--- src/rtl/x7seg_pkg.sv ---
// Shared types and active-high glyph constants for the multiplexed 7-segment driver.
// Segment bit order: bit 0 = a ... bit 6 = g, bit 7 = decimal point.
package x7seg_pkg;

    typedef logic [7:0] seg_t;

    localparam int SEG_A  = 0;
    localparam int SEG_B  = 1;
    localparam int SEG_C  = 2;
    localparam int SEG_D  = 3;
    localparam int SEG_E  = 4;
    localparam int SEG_F  = 5;
    localparam int SEG_G  = 6;
    localparam int SEG_DP = 7;

    localparam seg_t SEG_OFF = 8'h00;
    localparam seg_t GLYPH_0 = 8'h3F;
    localparam seg_t GLYPH_1 = 8'h06;
    localparam seg_t GLYPH_2 = 8'h5B;
    localparam seg_t GLYPH_3 = 8'h4F;
    localparam seg_t GLYPH_4 = 8'h66;
    localparam seg_t GLYPH_5 = 8'h6D;
    localparam seg_t GLYPH_6 = 8'h7D;
    localparam seg_t GLYPH_7 = 8'h07;
    localparam seg_t GLYPH_8 = 8'h7F;
    localparam seg_t GLYPH_9 = 8'h6F;
    localparam seg_t GLYPH_A = 8'h77;
    localparam seg_t GLYPH_B = 8'h7C;
    localparam seg_t GLYPH_C = 8'h39;
    localparam seg_t GLYPH_D = 8'h5E;
    localparam seg_t GLYPH_E = 8'h79;
    localparam seg_t GLYPH_F = 8'h71;

endpackage

--- src/rtl/x7seg_glyph.sv ---
// Combinational hex nibble to active-high segment pattern; the dp bit is always clear here.
module x7seg_glyph
    import x7seg_pkg::*;
(
    input  logic [3:0] nibble,
    output seg_t       glyph
);

    always_comb begin
        glyph = SEG_OFF;
        case (nibble)
            4'h0: glyph = GLYPH_0;
            4'h1: glyph = GLYPH_1;
            4'h2: glyph = GLYPH_2;
            4'h3: glyph = GLYPH_3;
            4'h4: glyph = GLYPH_4;
            4'h5: glyph = GLYPH_5;
            4'h6: glyph = GLYPH_6;
            4'h7: glyph = GLYPH_7;
            4'h8: glyph = GLYPH_8;
            4'h9: glyph = GLYPH_9;
            4'hA: glyph = GLYPH_A;
            4'hB: glyph = GLYPH_B;
            4'hC: glyph = GLYPH_C;
            4'hD: glyph = GLYPH_D;
            4'hE: glyph = GLYPH_E;
            4'hF: glyph = GLYPH_F;
            default: glyph = SEG_OFF;
        endcase
    end

endmodule

--- src/rtl/x7seg_scan_driver.sv ---
// N-digit multiplexed 7-segment scanner with frame-boundary commit of new content,
// anode guard interval against ghosting and optional leading-zero blanking.
module x7seg_scan_driver
    import x7seg_pkg::*;
#(
    parameter int NUM_DIGITS  = 8,
    parameter int REFRESH_DIV = 100000,
    parameter int GUARD       = 2,
    parameter int ACTIVE_LOW  = 1
) (
    input  logic                    clk,
    input  logic                    rst,
    input  logic                    wr_valid,
    output logic                    wr_ready,
    input  logic [4*NUM_DIGITS-1:0] wr_data,
    input  logic [NUM_DIGITS-1:0]   wr_dp,
    input  logic                    wr_blank_lz,
    input  logic                    enable,
    output logic [NUM_DIGITS-1:0]   an,
    output logic [7:0]              seg,
    output logic                    scan_wrap
);

    localparam int PCNT_W = (REFRESH_DIV > 1) ? $clog2(REFRESH_DIV) : 1;
    localparam int DIG_W  = (NUM_DIGITS > 1) ? $clog2(NUM_DIGITS) : 1;
    localparam int DATA_W = 4 * NUM_DIGITS;
    localparam logic POL  = (ACTIVE_LOW != 0);

    localparam logic [PCNT_W-1:0] PCNT_LAST = PCNT_W'(REFRESH_DIV - 1);
    localparam logic [PCNT_W-1:0] GUARD_END = PCNT_W'(GUARD);
    localparam logic [DIG_W-1:0]  DIG_LAST  = DIG_W'(NUM_DIGITS - 1);

    if (NUM_DIGITS < 1 || NUM_DIGITS > 8) begin : g_bad_num_digits
        $error("x7seg_scan_driver: NUM_DIGITS must be in 1..8");
    end
    if (GUARD < 0 || REFRESH_DIV < GUARD + 2) begin : g_bad_refresh_div
        $error("x7seg_scan_driver: REFRESH_DIV must be at least GUARD+2");
    end

    logic [PCNT_W-1:0]     pcnt_reg;
    logic [DIG_W-1:0]      dig_reg;
    logic [DATA_W-1:0]     disp_data_reg;
    logic [NUM_DIGITS-1:0] disp_dp_reg;
    logic [NUM_DIGITS-1:0] mask_reg;
    logic [DATA_W-1:0]     shadow_data_reg;
    logic [NUM_DIGITS-1:0] shadow_dp_reg;
    logic                  shadow_lz_reg;
    logic                  pending_reg;
    logic                  scan_wrap_reg;
    logic [NUM_DIGITS-1:0] an_reg;
    logic [7:0]            seg_reg;

    logic                  tick;
    logic                  wrap;
    logic                  handshake;
    logic                  commit;
    logic [PCNT_W-1:0]     pcnt_next;
    logic [DIG_W-1:0]      dig_next;
    logic [DATA_W-1:0]     disp_data_next;
    logic [NUM_DIGITS-1:0] disp_dp_next;
    logic [NUM_DIGITS-1:0] mask_next;
    logic [NUM_DIGITS-1:0] lz_mask;
    logic [3:0]            nibble;
    logic                  dp_bit;
    logic                  blank_bit;
    seg_t                  glyph;
    seg_t                  seg_hi;
    logic [NUM_DIGITS-1:0] an_hi;
    logic [NUM_DIGITS-1:0] an_next;
    logic [7:0]            seg_next;
    logic [3:0]            nib_arr [NUM_DIGITS];

    assign tick      = (pcnt_reg == PCNT_LAST);
    assign wrap      = tick && (dig_reg == DIG_LAST);
    assign handshake = wr_valid && !pending_reg;
    // A handshake landing on the wrap tick cannot commit there: pending was still clear.
    assign commit    = wrap && pending_reg;

    assign pcnt_next = tick ? '0 : pcnt_reg + PCNT_W'(1);
    assign dig_next  = !tick ? dig_reg : (wrap ? '0 : dig_reg + DIG_W'(1));

    always_comb begin
        logic run;
        lz_mask = '0;
        run     = shadow_lz_reg;
        for (int i = NUM_DIGITS - 1; i >= 1; i--) begin
            run        = run && (shadow_data_reg[4*i +: 4] == 4'h0) && !shadow_dp_reg[i];
            lz_mask[i] = run;
        end
    end

    assign disp_data_next = commit ? shadow_data_reg : disp_data_reg;
    assign disp_dp_next   = commit ? shadow_dp_reg   : disp_dp_reg;
    assign mask_next      = commit ? lz_mask         : mask_reg;

    // Outputs are built from next-state values so they land on the same edge as pcnt/dig.
    for (genvar gi = 0; gi < NUM_DIGITS; gi++) begin : g_nib
        assign nib_arr[gi] = disp_data_next[4*gi +: 4];
    end

    assign nibble    = nib_arr[dig_next];
    assign dp_bit    = disp_dp_next[dig_next];
    assign blank_bit = mask_next[dig_next];

    x7seg_glyph u_glyph (
        .nibble (nibble),
        .glyph  (glyph)
    );

    always_comb begin
        seg_hi = SEG_OFF;
        an_hi  = '0;
        if (!blank_bit && enable) begin
            seg_hi         = glyph;
            seg_hi[SEG_DP] = dp_bit;
            if (pcnt_next >= GUARD_END) begin
                an_hi = NUM_DIGITS'(1) << dig_next;
            end
        end
    end

    assign an_next  = an_hi ^ {NUM_DIGITS{POL}};
    assign seg_next = seg_hi ^ {8{POL}};

    always_ff @(posedge clk or posedge rst) begin
        if (rst) begin
            pcnt_reg        <= '0;
            dig_reg         <= '0;
            disp_data_reg   <= '0;
            disp_dp_reg     <= '0;
            mask_reg        <= '0;
            shadow_data_reg <= '0;
            shadow_dp_reg   <= '0;
            shadow_lz_reg   <= 1'b0;
            pending_reg     <= 1'b0;
            scan_wrap_reg   <= 1'b0;
            an_reg          <= {NUM_DIGITS{POL}};
            seg_reg         <= SEG_OFF ^ {8{POL}};
        end else begin
            pcnt_reg      <= pcnt_next;
            dig_reg       <= dig_next;
            scan_wrap_reg <= wrap;
            disp_data_reg <= disp_data_next;
            disp_dp_reg   <= disp_dp_next;
            mask_reg      <= mask_next;
            an_reg        <= an_next;
            seg_reg       <= seg_next;
            if (handshake) begin
                shadow_data_reg <= wr_data;
                shadow_dp_reg   <= wr_dp;
                shadow_lz_reg   <= wr_blank_lz;
                pending_reg     <= 1'b1;
            end else if (commit) begin
                pending_reg <= 1'b0;
            end
        end
    end

    assign wr_ready  = !pending_reg;
    assign an        = an_reg;
    assign seg       = seg_reg;
    assign scan_wrap = scan_wrap_reg;

endmodule
--- config.mk ---
export PLATFORM = sky130hd
export DESIGN_NAME = x7seg_scan_driver
export DESIGN_NICKNAME = d
export VERILOG_FILES = /design/src/rtl/x7seg_pkg.sv /design/src/rtl/x7seg_glyph.sv /design/src/rtl/x7seg_scan_driver.sv
export SDC_FILE = /design/constraint.sdc
export NUM_CORES = 1
export LEC_CHECK = 0
export CAP_MARGIN = 20
export CORE_ASPECT_RATIO = 1.5
export CORE_MARGIN = 3
export CORE_UTILIZATION = 50
export CTS_CLUSTER_DIAMETER = 200
export CTS_CLUSTER_SIZE = 40
export DETAILED_ROUTE_END_ITERATION = 7
export GPL_TIMING_DRIVEN = 0
export PLACE_DENSITY = 0.8
export SYNTH_ARGS = -nofsm -noshare
export SYNTH_HDL_FRONTEND = slang
export SYNTH_SLANG_ARGS = --single-unit
--- constraint.sdc ---
create_clock -name clk -period 5.8 [get_ports clk]
set_input_delay 1.16 -clock clk [delete_from_list [all_inputs] [get_ports clk]]
set_output_delay 1.16 -clock clk [all_outputs]
set_load 0.03 [all_outputs]
=== After elaboration in Yosys (flattened, before gate mapping) ===
Memories as Yosys holds them, arrays and structs flattened.
Cells that the tools add are included.
W data, S select, Z words.

* $add $sub $neg: 2
* Order comparisons: 3
* Equal/unequal tests: 2
* Shift-type cells: 1
* Muxes and demuxes: 18
* Bitwise logic cells: 3
* Reductions and logical operators: 35

{| class="wikitable"
|+ Operators by type and width
! cell !! count
|-
| $mux W8 || 5
|-
| $mux W32 || 1
|-
| $logic_not A4 Y1 || 7
|-
| $logic_and A1 B1 Y1 || 18
|-
| $add A17 B1 Y17 const B || 1
|-
| $eq A17 B17 Y1 const B || 1
|-
| $ge A17 B2 Y1 const B || 1
|-
| $mux W17 || 1
|-
| $not A8 Y8 || 2
|-
| $bmux W4 S3 || 1
|-
| $logic_not A1 Y1 || 9
|-
| $mux W4 || 2
|-
| $shl A1 B3 Y8 const A || 1
|-
| $bmux W1 S3 || 2
|-
| $mux W3 || 2
|-
| $ge A4 B4 Y1 const B || 1
|-
| $lt A3 B4 Y1 const B || 1
|-
| $mux W1 || 4
|-
| $not A3 Y4 || 1
|-
| $add A3 B1 Y3 const B || 1
|-
| $eq A3 B3 Y1 const B || 1
|-
| $reduce_bool A2 Y1 || 1
|}

* Register bits: 127
* ROM bits: 112
* Input port bits: 45
* Output and inout bits: 18
* Logic and storage cells: 77
* Memories: 1

{| class="wikitable"
|+ Memory list
! name !! words !! bits a word !! read ports !! clocked after memory_dff !! wr ports !! RTL line !! text
|-
| (no name shown) || 16 || 7 || 1 || 0 || 0 || x7seg_glyph.sv:11 || <nowiki>case (nibble)</nowiki>
|}

=== Longest topological paths before layout ===
* Depth after elaboration: 22
* Mapped depth: 18
* Mapped depth without buffers: 14

=== Modules after synthesis ===
From an unflattened synthesis, not the netlist that was laid out.

* Cells, all modules: 540
* Area, all modules: 6,060.8 um^2

{| class="wikitable"
|+ By module, submodules not included
! module !! instances !! cells an instance !! area an instance (um^2) !! seq. area each (um^2)
|-
| x7seg_scan_driver || 1 || 505 || 5,761.8 || 3,198.1
|-
| x7seg_glyph || 1 || 35 || 299.0 || 0.0
|}

=== Worst setup path after synthesis ===
OpenSTA, ideal clock, no wires.

* Path kind: flip-flop to flip-flop
* Start point: register pcnt_reg[0]
* End point: register seg_reg[6] (netlist: seg[6])
* Library setup time: 0.082 ns
* Arrival: 3.048 ns
* Data required time: 5.718 ns
* Setup slack: 2.670 ns
* Stages on the path, launching flop included: 19
* Path buffers: 4
* Clock period less this slack: 3.130 ns
* Path through: dfrtp_1 > ha_1 > and4bb_2 > and4_1 > buf_6 > nand2_4 > buf_6 > buf_2 > buf_2 > nand2_1 > a311oi_1 > a311oi_1 > a31o_2 > inv_1 > ha_1 > inv_1 > nor3_1 > a21oi_1 > o211ai_1

* Cells in the longest elaborated chain, start to end: 11
* Elaborated cells on any way between the ends: 18
* Classes of those cells: eq/ne: 1; mux: 10; bitwise: 2; reduce/logical: 4; memory: 1

{| class="wikitable"
|+ Ends and longest elaborated chain
! element !! RTL line !! text
|-
| start, declared || x7seg_scan_driver.sv:40 || <nowiki>logic [PCNT_W-1:0] pcnt_reg;</nowiki>
|-
| start signal, assigned || x7seg_scan_driver.sv:140 || <nowiki>pcnt_reg <= pcnt_next;</nowiki>
|-
| $eq A17 B17 Y1 (*) || x7seg_scan_driver.sv:73 || <nowiki>assign tick = (pcnt_reg == PCNT_LAST);</nowiki>
|-
| $logic_and A1 B1 Y1 || x7seg_scan_driver.sv:74 || <nowiki>assign wrap = tick && (dig_reg == DIG_LAST);</nowiki>
|-
| $mux W3 (2 in series) || x7seg_scan_driver.sv:80 || <nowiki>assign dig_next = !tick ? dig_reg : (wrap ? '0 : dig_reg + DIG_W'(1));</nowiki>
|-
| $not A3 Y4 (implied by the code) || x7seg_scan_driver.sv:101 || <nowiki>assign nibble = nib_arr[dig_next];</nowiki>
|-
| $bmux W4 S3 || x7seg_scan_driver.sv:101 ||
|-
| $mux W4 (implied by the code) (2 in series) || x7seg_scan_driver.sv:101 ||
|-
| $mem_v2 Z16 W7 || -- ||
|-
| $mux W8 (*) || x7seg_scan_driver.sv:113 || <nowiki>if (!blank_bit && enable) begin</nowiki>
|-
| $not A8 Y8 (no line) (*) || -- ||
|-
| via seg_next[6] || x7seg_scan_driver.sv:70 || <nowiki>logic [7:0] seg_next;</nowiki>
|-
| end signal, assigned || x7seg_scan_driver.sv:138 || <nowiki>seg_reg <= SEG_OFF ^ {8{POL}};</nowiki>
|-
| end signal, assigned || x7seg_scan_driver.sv:147 || <nowiki>seg_reg <= seg_next;</nowiki>
|-
| end, declared || x7seg_scan_driver.sv:51 || <nowiki>logic [7:0] seg_reg;</nowiki>
|}

The timed path passes the listed nets; every way through them passes the cells marked *. The select of a mux whose other input is x is not followed.
A chain may end at the register's enable or synchronous reset.

=== Final worst setup path ===
* Start point: register dig_reg[0]
* End point: register seg_reg[6] (netlist: seg[6])

* Cells in the longest elaborated chain, start to end: 11
* Elaborated cells on any way between the ends: 19
* Classes of those cells: add/sub: 1; eq/ne: 1; mux: 10; bitwise: 2; reduce/logical: 4; memory: 1

{| class="wikitable"
|+ Ends and longest elaborated chain
! element !! RTL line !! text
|-
| start, declared || x7seg_scan_driver.sv:41 || <nowiki>logic [DIG_W-1:0] dig_reg;</nowiki>
|-
| start signal, assigned || x7seg_scan_driver.sv:141 || <nowiki>dig_reg <= dig_next;</nowiki>
|-
| branches (longest 9 deep; another with $mem_v2 Z16 W7) || -- ||
|-
| $mux W8 (*) || x7seg_scan_driver.sv:113 ||
|-
| $not A8 Y8 (no line) (*) || -- ||
|-
| via seg_next[6] || x7seg_scan_driver.sv:70 ||
|}

Mark *: on every way through the listed nets, which the timed path passes. The select of a mux whose other input is x is not followed.

==> run_results.csv <==
group,metric,value,unit
setup_path,timing.critical_path.required,6120,ps
drt,detailedRoute.firstPassIterationCount,5,
yosys,muxShareOfSynthArea,13.9,%
yosys,yosys.area_share.xor_xnor,2.50,%
worst_hold_path,min-delay-path-class,"reg -> reg",
yosys,largest_family_of_logic_cells_by_synthesized_area,"simple AND/OR/NAND/NOR gates",
global_route,initial_antenna_violation_count,0,
global_route,grt_max_degree,105,
yosys,synth_area_per_cell,11.3,sq um
sta,slew_headroom,46.9,%
setup_path,r2r-start,"dig_reg[0]$_DFF_PP0_",
die,die_area,13300,sq um
cells_and_area,post_route_cells_drive_above_1_share,22.9,%
sta,worst-slew-pin-transition,789,ps
drt,drt-wirelength-per-cell,17.4,um
placement,post-place-cells,739,
yosys,synth_nets,579,
drt,drt.antenna.violating_nets,0,
setup_path,timing.critical_path.cells,"ha_1, ha_1, and2_1, nand2_4, buf_6, buf_2, buf_2, nand2_1, a311oi_1, a311oi_1, a31o_2, inv_1, ha_1, inv_1, nor3_1, a21oi_1, o211ai_1",
cts,cts_root_buf,"sky130_fd_sc_hd__clkbuf_16",
global_route,global_route.usage.total,21.7,%
sta,rsz_0062_raised_after_global_routing,"no",
yosys,yosys.area_share.adder,1.68,%
cts,cts_repair_resize_count,0,
yosys,post_synth_num_cell_types,64,
run,max_cap_violations,0,
die,placeableCoreArea,11600,sq um
setup_path,timing.critical_path.to_type,"flop",
sta,skew,7.46,ps
global_route,grt-ovfl-total,0,
yosys,synth_seq_cells,127,
cts,clock_tree_from_tritoncts,"built",
yosys,yosys.area_share.simple,16.5,%
yosys,netlist_instances,526,
pwr,static-leakage-power,3.42,nW
cells_and_area,antennaDiodeCount,0,
drt,initialDrtViolationCount,383,
cells_and_area,area.growth.synth_to_final,23.5,%
worst_hold_path,hp-start,"disp_data_reg[3]$_DFF_PP0_",
cts,cts_buffer_depth,2,
cells_and_area,mostFrequentLayoutCell,"sky130_fd_sc_hd__dfrtp_1",
placement,place.detailed.hpwl,9.68,mm
pwr,ir_drop,211,uV
status,outcome,"complete, no violations",
setup_path,slowest_stage,"sky130_fd_sc_hd__dfrtp_1",
cts,clock_sink_count,127,
die,die_height,140,um
cts,h-tree-depth,4,
yosys,synthesis.area,5970,sq um
yosys,synth_sequential_area_ratio,53.6,%
cts,clock_pin_slew_reported_for_the_worst_setup_and_hold_paths_after_clock_tree_synthesis,50,ps
yosys,synth-compound-area-share,9.08,%
drt,via_per_inst,5.69,
setup_path,ff2ff_setup_slack,1840,ps
setup_path,worst_path_fanout_max,10,
drt,post-route-drc-count,0,
cts,cts_buffers,17,
cts,post-cts-setup-buffers,0,
cells_and_area,layout.cells.non_filler,771,
worst_hold_path,number_of_cells_on_the_worst_hold_path,2,
die,initial_standard_cell_utilization_of_the_core,51.5,%
sta,final-hold-violation-count,0,
sta,timing.final.max_slew_violations,0,
placement,gpl_congestion,0.867,
setup_path,critical_path.reg2reg.endpoint,"seg[6]$_DFF_PP1_",
cells_and_area,most-common-layout-cells,"sky130_fd_sc_hd__dfrtp_1 (111), sky130_fd_sc_hd__nand2_1 (74), sky130_fd_sc_hd__mux2_2 (62), sky130_fd_sc_hd__clkdlybuf4s50_1 (62), sky130_fd_sc_hd__nor2_1 (34)",
sta,fin_crit,3960,ps
cts,worst_skew_late_latency,410,ps
drt,drt-total-wl,13.4,mm
setup_path,worst_path_most_repeated_cell,"sky130_fd_sc_hd__ha_1",
setup_path,worst-endpoint-arrival,4280,ps
cells_and_area,final_net_count,661,
setup_path,critPathLaunchType,"flop",
yosys,postSynth.asyncResetShare,100,%
global_route,global_route_wire_length_before_repair,22.2,mm
pwr,power_density_over_the_cells,281,nW/um^2
cells_and_area,final.fill_count,885,
die,core.rowCount,48,
yosys,yosysWarningCount,0,
placement,buffer_ports.inserted,62,
die,design.portCount,63,
setup_path,rr_worst_depth,17,
sta,fin_worst_hold_slack,467,ps
global_route,first_global_vias,4587,
setup_path,worst_path_max_stage_delay,480,ps
die,die_w,95.2,um
yosys,yosys_most_used_dff,"sky130_fd_sc_hd__dfrtp_1",
cts,cts.hold.buffers_added,0,
sta,setup_viol,0,
yosys,synth_edf_count,0,
setup_path,timing.setup.critical_path_class,"reg -> reg",
worst_hold_path,min_delay_worst_endpoint,"disp_data_reg[3]$_DFF_PP0_",
sta,period_share,68.2,%
drt,vias,4389,
sta,maxClockFrequency,0.253,GHz
==> metrics by stage <==
| stage | setup TNS [ps] | setup WS (ps) | total power, mW | instance area (sq um) | util [%] |
|---|---|---|---|---|---|
| final | 0 | 1840 | 2.07 | 7370 | 63.6 |
| after CTS | 0 | 1890 | 2.08 | 7370 | 63.6 |
| after floorplan | 0 | 1280 | 1.02 | 5970 | - |
| after global routing | 0 | 1590 | 2.14 | 7370 | 63.6 |
| after global placement | -25970 | -244 | 1.07 | 6770 | 58.4 |
| after detailed placement | 0 | 1930 | 1.08 | 6810 | 58.7 |
==> cell families (layout without fill, tap and decap cells) <==
family,count (synthesis),in the layout
AOI/OAI and AO/OA,73,73
xor gates and xnor gates,17,17
DFF,127,127
adders and majority gates,8,8
buffers and inverters,35,130
and+or+nand+nor,194,194
muxes,72,72
==> worst max-delay path: cells and delay by family (launching register included) <==
kind / cells / cell delay, ps
fa+ha+maj: 3 / 700
simple gates: 4 / 780
flops: 1 / 480
compound gates: 5 / 990
buf+inv: 5 / 910
==> Yosys cell counts, types with 3 or more instances <==
cell type | number | share of area [%]
sky130_fd_sc_hd__dfrtp_1 | 111 | 47
sky130_fd_sc_hd__nand2_1 | 74 | 4.7
sky130_fd_sc_hd__mux2_2 | 62 | 12
sky130_fd_sc_hd__nor2_1 | 34 | 2.1
sky130_fd_sc_hd__dfstp_2 | 16 | 7.0
sky130_fd_sc_hd__nand3_1 | 16 | 1.3
sky130_fd_sc_hd__nor3_1 | 11 | 0.92
sky130_fd_sc_hd__a21oi_1 | 10 | 0.84
sky130_fd_sc_hd__clkbuf_1 | 10 | 0.63
sky130_fd_sc_hd__xnor2_1 | 10 | 1.5
sky130_fd_sc_hd__nor4_1 | 9 | 0.94
sky130_fd_sc_hd__o211ai_1 | 9 | 1.1
sky130_fd_sc_hd__and2_1 | 8 | 0.84
sky130_fd_sc_hd__ha_1 | 8 | 1.7
sky130_fd_sc_hd__inv_1 | 8 | 0.50
sky130_fd_sc_hd__buf_2 | 7 | 0.59
sky130_fd_sc_hd__o21ai_0 | 7 | 0.59
sky130_fd_sc_hd__xor2_1 | 7 | 1.0
sky130_fd_sc_hd__a211o_1 | 6 | 0.88
sky130_fd_sc_hd__a21o_1 | 6 | 0.75
sky130_fd_sc_hd__a31oi_1 | 6 | 0.63
sky130_fd_sc_hd__a311oi_1 | 5 | 0.73
sky130_fd_sc_hd__mux2i_1 | 5 | 0.84
sky130_fd_sc_hd__nand4_1 | 5 | 0.52
sky130_fd_sc_hd__nor2b_1 | 5 | 0.52
sky130_fd_sc_hd__a211oi_1 | 4 | 0.50
sky130_fd_sc_hd__nand2b_1 | 4 | 0.42
sky130_fd_sc_hd__or4_1 | 4 | 0.50
sky130_fd_sc_hd__a21boi_0 | 3 | 0.38
sky130_fd_sc_hd__a31o_2 | 3 | 0.44
sky130_fd_sc_hd__and3_1 | 3 | 0.31
sky130_fd_sc_hd__and4_1 | 3 | 0.44
sky130_fd_sc_hd__buf_1 | 3 | 0.19
sky130_fd_sc_hd__buf_6 | 3 | 0.57
==> where the power goes <==
group          internal [mW]  leakage [nW]  switching [mW]
Sequential             0.925          1.63          0.0328
Combinational         0.0619          1.50          0.0423
Clock                  0.651         0.279           0.355
Total                   1.64          3.42           0.430
==> area by class of cell <==
class / instances / area [sq um] / area share, %
Inverter: 10 / 42.5 / 0.577
Clock inverter: 7 / 85.1 / 1.15
Tap cell: 150 / 188 / 2.55
Multi-Input combinational cell: 364 / 2600 / 35.3
Buffer: 25 / 128 / 1.73
Clock buffer: 25 / 475 / 6.45
Timing Repair Buffer: 63 / 648 / 8.80
Sequential cell: 127 / 3200 / 43.4
==> worst max-delay path by stage <==
stage / cells after the start / end / start
detailed placement: 17 / seg[6]$_DFF_PP1_ / dig_reg[0]$_DFF_PP0_
CTS: 17 / seg[6]$_DFF_PP1_ / dig_reg[0]$_DFF_PP0_
finish: 17 / seg[6]$_DFF_PP1_ / dig_reg[0]$_DFF_PP0_
global placement: 2 / shadow_data_reg[0]$_DFFE_PP0P_ / rst
global route: 17 / seg[6]$_DFF_PP1_ / dig_reg[0]$_DFF_PP0_
floorplan: 1 / dig_reg[0]$_DFF_PP0_ / rst
==> layer usage <==
layer | part of all wire (%) | GRT usage [%] | vias up
li1 | - | - | 2036
met1 | 39 | 26.0 | 2189
met2 | 54 | 36.7 | 131
met3 | 4.2 | 4.06 | 33
met4 | 3.3 | 10.7 | 0
met5 | 0 | 0 | -
Note: power is estimated with default switching activity, not from simulation.
